[src/rtl/handshake_pkg.sv]
// handshake_pkg: shared payload width and beat type for the handshake slices
package handshake_pkg;

    localparam int DEFAULT_DATA_W = 8;

    typedef logic [DEFAULT_DATA_W-1:0] beat_t;

endpackage

[src/rtl/handshake_type1_skid.sv]
// handshake_type1_skid: one spare beat register plus the registered upstream ready it drives
module handshake_type1_skid
    import handshake_pkg::*;
#(
    parameter int DATA_W = DEFAULT_DATA_W
) (
    input  logic              clk,
    input  logic              rst_n,
    input  logic              load,
    input  logic              drain,
    input  logic [DATA_W-1:0] beat,
    output logic              full,
    output logic [DATA_W-1:0] entry,
    output logic              ready
);

    logic full_next;

    // a beat parks here only while the output is stalled, so load and drain never coincide
    always_comb begin
        full_next = load ? 1'b1 : (drain ? 1'b0 : full);
    end

    // ready is registered from the next occupancy, keeping ready_post_i off the upstream path
    always_ff @(posedge clk) begin
        if (!rst_n) begin
            full  <= 1'b0;
            entry <= '0;
            ready <= 1'b0;
        end else begin
            full  <= full_next;
            ready <= ~full_next;
            if (load)
                entry <= beat;
        end
    end

endmodule

[src/rtl/handshake_type1.sv]
// handshake_type1: registered valid/ready slice; define HANDSHAKE_TYPE1_SKID_EN for the skid variant
module handshake_type1
    import handshake_pkg::*;
#(
    parameter int DATA_W = DEFAULT_DATA_W
) (
    input  logic              clk,
    input  logic              rst_n,
    input  logic              valid_pre_i,
    input  logic [DATA_W-1:0] data_pre_i,
    output logic              ready_pre_o,
    output logic              valid_post_o,
    output logic [DATA_W-1:0] data_post_o,
    input  logic              ready_post_i
);

    logic              out_en;
    logic              next_valid;
    logic              capture;
    logic [DATA_W-1:0] next_data;

`ifdef HANDSHAKE_TYPE1_SKID_EN
    logic              skid_full;
    logic [DATA_W-1:0] skid_entry;
    logic              skid_load;
    logic              take;

    assign take      = valid_pre_i & ready_pre_o;
    assign skid_load = take & valid_post_o & ~ready_post_i;

    handshake_type1_skid #(
        .DATA_W(DATA_W)
    ) u_skid (
        .clk   (clk),
        .rst_n (rst_n),
        .load  (skid_load),
        .drain (ready_post_i),
        .beat  (data_pre_i),
        .full  (skid_full),
        .entry (skid_entry),
        .ready (ready_pre_o)
    );

    // a parked beat has priority over upstream, which is blocked while the entry is full
    always_comb begin
        out_en     = skid_full ? ready_post_i : (~valid_post_o | ready_post_i);
        next_valid = skid_full | take;
        capture    = skid_full | take;
        next_data  = skid_full ? skid_entry : data_pre_i;
    end
`else
    assign ready_pre_o = rst_n & (~valid_post_o | ready_post_i);

    // the output reloads whenever it is empty or being drained this cycle
    always_comb begin
        out_en     = ready_pre_o;
        next_valid = valid_pre_i;
        capture    = valid_pre_i;
        next_data  = data_pre_i;
    end
`endif

    // output register; data moves only on a captured beat so it is quiet on idle cycles
    always_ff @(posedge clk) begin
        if (!rst_n) begin
            valid_post_o <= 1'b0;
            data_post_o  <= '0;
        end else if (out_en) begin
            valid_post_o <= next_valid;
            if (capture)
                data_post_o <= next_data;
        end
    end

endmodule

[config.mk]
export PLATFORM = sky130hd
export DESIGN_NAME = handshake_type1
export DESIGN_NICKNAME = d
export VERILOG_FILES = /design/src/rtl/handshake_pkg.sv /design/src/rtl/handshake_type1_skid.sv /design/src/rtl/handshake_type1.sv
export SDC_FILE = /design/constraint.sdc
export NUM_CORES = 1
export LEC_CHECK = 0
export ABC_AREA = 0
export CORE_AREA = 2 2 39 41
export DETAILED_ROUTE_END_ITERATION = 10
export DIE_AREA = 0 0 41 43
export GPL_ROUTABILITY_DRIVEN = 0
export HOLD_SLACK_MARGIN = 0.08
export PLACE_DENSITY = 0.62
export REMOVE_ABC_BUFFERS = 1
export SLEW_MARGIN = 5
export SYNTH_ARGS = -nofsm -noshare
export SYNTH_HDL_FRONTEND = slang
export SYNTH_SLANG_ARGS = --single-unit
[constraint.sdc]
create_clock -name clk -period 1.25 [get_ports clk]
set_input_delay 0.375 -clock clk [delete_from_list [all_inputs] [get_ports clk]]
set_output_delay 0.375 -clock clk [all_outputs]
set_load 0.01 [all_outputs]
==> flow_summary_export.csv, run 1 <==
group,metric,value,unit
timing,final.setup.worst_slack,-0.0151,ns
timing,slew_headroom,89.2,%
timing,finalHoldViolCount,0,
critical_path,cp.arrival,0.89,ns
finish,final_common_cell,"nand2_1",
power,pwr-share-seq,47.7,%
clock_network,clkTransAtPathRegs,0.06,ns
synthesis,synth_cell_types,11,
drt,drc_errors,0,
drt,detail-route-antenna-nets,0,
clock_network,cts_made_buffers,3,
drt,drt-wirelength-per-cell,9.82,um
power,ir_worst_vdd,0.405,mV
die,rows,14,
finish,diodes,0,
grt,globalRouteOverflowTotal,0,
synthesis,ys_ff_latch,9,
timing,period_share,101,%
drt,via_per_inst,4.40,
grt,grt_max_degree,18,
clock_network,root_buffer,"clkbuf_4",
synthesis,ys_warn_count,0,
critical_path,cp.required,0.88,ns
clock_network,htree_num_levels,1,
drt,routed_wl,805,um
synthesis,syn_avg_cell_area,9.40,um^2
grt,antenna_found_initial,0,
finish,drive_gt1_share,21.2,%
finish,final_area,628,um^2
synthesis,synth_top_area_share,46.8,%
power,powerDensity,1060,nW/um^2
clock_network,clock_latency,0.25,ns
place,dpl.hpwl,577,um
finish,final_nets,79,
power,swShare,23.2,%
die,die_width,41,um
finish,area_delta_synth_final,63.0,%
clock_network,cts_hold_buffers,0,
power,internal-power,0.000510,W
grt,grt_pass1_wl,1170,um
grt,grt_util_all_layers,9.65,%
critical_path,crit_fanout,2,
power,switchingPower,0.000154,W
die,die_h,43,um
critical_path,crit_path_end_kind,"output pin",
clock_network,cts_sinks,9,
synthesis,yosysTopAreaCell,"dfxtp_1",
place,preCtsSetupSlack,-0.723,ns
die,dieArea,1760,um^2
timing,setup_viol,1,
die,start_util,27.8,%
power,power_frac_comb,19.8,%
place,placed_area,607,um^2
timing,max_clock_freq,0.790,GHz
clock_network,cts_tree,"yes",
place,port_buffers,21,
timing,min_period,1.27,ns
drt,drt-initial-drc-count,0,
timing,tightest_slew,0.162,ns
die,placeableCoreArea,1380,um^2
drt,vias,361,
timing,drv_slew,0,
grt,grt_pass1_vias,310,
min_path,holdCritPathClass,"reg -> reg",
die,io_pins,22,
run_status,status,"complete, but fails checks",
job,drv_cap,0,
power,leakage,0.287,nW
drt,dr.pass1.iters,1,
timing,fin_skew,0.00243,ns
clock_network,clock_path_buffers,2,
power,p_total,0.000664,W
synthesis,synth_area,385,um^2
timing,rsz0062_at_grt,"yes",
critical_path,critPathKind,"reg -> out",
finish,fillers,141,
critical_path,start_kind,"flop",
power,clkPwrFrac,32.6,%
finish,final_cell_mix,"16 x nand2_1, 9 x clkdlybuf4s50_1, 8 x mux2i_1, 8 x dfxtp_1, 7 x clkdlybuf4s15_1",
synthesis,seq_area_frac_synth,46.8,%
synthesis,synth_area_leaders,"dfxtp_1 47%, mux2i_1 21%, nand2_1 16%, nand2b_4 3.6%, buf_6 2.9%",
synthesis,syn_inst,41,
run_status,violations,"negative setup slack",
## cell families (layout without fill, tap and decap cells)
| logic type | count (synthesis) | count (layout) | synth area share (%) |
|---|---|---|---|
| and+or+nand+nor | 19 | 19 | 23.4 |
| DFF | 9 | 9 | 46.8 |
| muxes | 8 | 8 | 20.8 |
| buffers and inverters | 4 | 29 | 7.14 |
| AOI/OAI and AO/OA | 1 | 1 | 1.95 |
## Yosys cell counts (all sizes together)
library cell and count:
nand2b 1, a21boi 1, buf 3, dfxtp 9, nand2 16, and2 2, mux2i 8, inv 1
## power by group through the flow
stage	clock network (W)	logic, W	registers (W)
finish	0.000216	0.000131	0.000317
floorplan	0	0.0000406	0.000332
CTS	0.000232	0.000133	0.000316
global placement	0	0.000141	0.000322
detailed placement	0	0.000143	0.000323
global route	0.000241	0.000145	0.000320
## state kept, by name, summed over array words and instances (netlist names)
| register | cells |
|---|---|
| data_post_o | 8 |
| valid_post_o | 1 |
## path summary, 6_finish.rpt
kind | start | to | slack [ns] | cells past startpoint
worst max-delay path | valid_post_o | ready_pre_o | -0.02 | 3
worst min-delay path | data_post_o[4] | data_post_o[4] | 0.46 | 2
worst max register to register | valid_post_o | data_post_o[5] | 0.17 | 5
worst min register to register | data_post_o[4] | data_post_o[4] | 0.46 | 2
## timing repair
action	4_1_cts	5_1_grt
setup buffers	1	0
endpoints found under the setup margin	18	10
pin swaps	1	0
resized for setup	22	10
## final cells by class
cell class                      instances  area (um^2)  area share, %
Clock buffer                            4         26.3           4.18
Timing Repair Buffer                   24          218           34.7
Tap cell                               16         20.0           3.19
Multi-Input combinational cell         28          179           28.5
Inverter                                1         3.75          0.598
Sequential cell                         9          181           28.9
## through the flow
stage / setup TNS (ns) / util [%] / cells / hold slack, ns
final: -0.0151 / 45.4 / 82 / 0.456
after global routing: -0.0678 / 45.4 / 82 / 0.481
after CTS: -0.0336 / 45.5 / 82 / 0.459
after detailed placement: -3.19 / 43.9 / 77 / 0.450
after global placement: -3.02 / 43.9 / 77 / 0.444
after floorplan: 0 / - / 38 / 0.479
## per-layer routing
metal  GRT usage, %  vias to the layer above  routed length, um
met3           1.57                        0                 95
li1               -                      178                  -
met5              0                        -                  0
met4           6.00                        0                  0
met1           11.6                      168                344
met2           15.0                       15                365
## critical path, cell delays in order, from the launching register on
cell	delay [ns]
dfxtp_2	0.34
nand2b_4	0.05
and2_4	0.13
buf_6	0.11
(Power assumes the default switching activity.)
==> inputs of run 2 (changes only) <==
--- a/config.mk
+++ b/config.mk
@@ -11,8 +11,9 @@
 export DIE_AREA = 0 0 41 43
 export GPL_ROUTABILITY_DRIVEN = 0
 export HOLD_SLACK_MARGIN = 0.08
-export PLACE_DENSITY = 0.62
+export MAX_ROUTING_LAYER = met4
 export REMOVE_ABC_BUFFERS = 1
+export SKIP_CTS_REPAIR_TIMING = 1
 export SLEW_MARGIN = 5
 export SYNTH_ARGS = -nofsm -noshare
 export SYNTH_HDL_FRONTEND = slang
==> run 2 against run 1 <==
The run still ends with negative setup slack left. Clock power is 5% higher. Setup slack lost 0.013 ns. Sequential power barely moved. Die area did not move. Total power is 2.4% higher. Worst hold slack worse by 0.0053 ns. Global-route usage is 0.051 points lower. Flip-flop and latch count stayed put. Register-to-register slack about the same. Cell area is 7.0% higher. Utilization rose by 3.2 points. Clock skew is essentially flat. Critical endpoint unchanged. Largest cell class unchanged. Highest routed layer is now met4.
==> flow_summary_export.csv, run 2 (synthesis gave the netlist of run 1 again) <==
group,metric,value,unit
timing,finalHoldViolCount,0,
finish,fillers,140,
place,preCtsSetupSlack,-0.708,ns
power,powerDensity,1010,nW/um^2
timing,period_share,102,%
drt,drc_errors,0,
grt,grt_pass1_wl,1100,um
power,ir_worst_vdd,0.613,mV
finish,final_nets,79,
finish,diodes,0,
timing,tightest_slew,0.165,ns
power,swShare,23.8,%
power,clkPwrFrac,33.2,%
finish,drive_gt1_share,16.7,%
clock_network,cts_sinks,9,
drt,routed_wl,817,um
run_status,violations,"negative setup slack",
die,die_h,43,um
grt,grt_max_degree,18,
timing,fin_skew,0.00264,ns
timing,max_clock_freq,0.783,GHz
power,pwr-share-seq,46.4,%
critical_path,cp.required,0.88,ns
timing,drv_slew,0,
die,placeableCoreArea,1380,um^2
timing,slew_headroom,89.0,%
die,io_pins,22,
timing,setup_viol,1,
critical_path,critPathKind,"reg -> out",
finish,largest_reg_flops,8,
min_path,holdCritPathClass,"reg -> reg",
grt,grt_util_all_layers,9.60,%
job,drv_cap,0,
power,power_frac_comb,20.4,%
drt,detail-route-antenna-nets,0,
die,rows,14,
grt,globalRouteOverflowTotal,0,
die,die_width,41,um
finish,final_common_cell,"nand2_1",
power,switchingPower,0.000162,W
critical_path,crit_fanout,2,
timing,min_period,1.28,ns
critical_path,start_kind,"flop",
drt,drt-wirelength-per-cell,9.96,um
run_status,status,"complete, but fails checks",
drt,dr.pass1.iters,2,
die,start_util,27.8,%
drt,drt-initial-drc-count,4,
power,p_total,0.000680,W
clock_network,cts_made_buffers,3,
critical_path,crit_path_end_kind,"output pin",
power,internal-power,0.000518,W
place,port_buffers,21,
clock_network,htree_num_levels,1,
timing,final.setup.worst_slack,-0.0276,ns
clock_network,cts_tree,"yes",
clock_network,clkTransAtPathRegs,0.06,ns
finish,top_register,"data_post_o",
finish,final_cell_mix,"16 x nand2_1, 11 x dlymetal6s2s_1, 9 x clkdlybuf4s50_1, 8 x mux2i_1, 8 x dfxtp_1",
grt,grt_pass1_vias,270,
drt,vias,348,
die,dieArea,1760,um^2
clock_network,root_buffer,"clkbuf_4",
grt,antenna_found_initial,0,
timing,rsz0062_at_grt,"yes",
clock_network,clock_latency,0.26,ns
power,leakage,0.436,nW
critical_path,cp.arrival,0.90,ns
drt,via_per_inst,4.24,
clock_network,clock_path_buffers,2,
finish,reg_top3,"data_post_o (8), valid_post_o (1)",
finish,area_delta_synth_final,74.4,%
## run 2: cell types whose count changed in the layout (fill, tap and decap cells not counted)
cell,change
buf_2,-2
dlygate4sd2_1,-1
clkdlybuf4s15_1,-7
dlymetal6s2s_1,+11
clkbuf_2,-1
## run 2: power groups by stage
stage	sequential [W]	clock [W]	combinational, W
after floorplan	0.000332	0	0.0000406
after global placement	0.000322	0	0.000141
after detailed placement	0.000323	0	0.000142
final	0.000315	0.000226	0.000139
after CTS	0.000316	0.000242	0.000142
after global routing	0.000318	0.000253	0.000151
## run 2: metrics by stage
step                utilization [%]  cells  setup TNS [ns]  instance area (um^2)  hold WS (ns)
floorplan                         -     38               0                   362         0.479
global placement               43.9     77           -3.04                   607         0.443
detailed placement             43.9     77           -3.05                   607         0.452
CTS                            45.8     81           -3.17                   633         0.461
global route                   48.6     82         -0.0726                   672         0.479
finish                         48.6     82         -0.0276                   672         0.450
## run 2: critical path, stage by stage, from the launching register on
cell and delay [ns]:
dfxtp_2 0.34, nand2b_4 0.06, and2_4 0.13, buf_6 0.11
## run 2: cell type report
class	instances	area, um^2	share of cell area (%)
repair buffers	24	262	38.9
flip-flops and latches	9	181	27.0
multi-input cells	28	179	26.6
clock buffers	4	26.3	3.91
well taps	16	20.0	2.98
inverters	1	3.75	0.559
## run 2: final timing paths
| check | slack [ns] | startpoint | to | depth (start not counted) |
|---|---|---|---|---|
| setup / recovery | -0.03 | valid_post_o | ready_pre_o | 3 |
| hold / removal | 0.45 | data_post_o[5] | data_post_o[5] | 2 |
| setup reg to reg | 0.16 | valid_post_o | data_post_o[3] | 5 |
| hold reg to reg | 0.45 | data_post_o[5] | data_post_o[5] | 2 |
## run 2: per-layer routing
metal	GRT usage, %	routed length (um)
met1	12.3	350
met2	12.2	346
met3	3.66	105
met4	6.00	15
met5	-	0
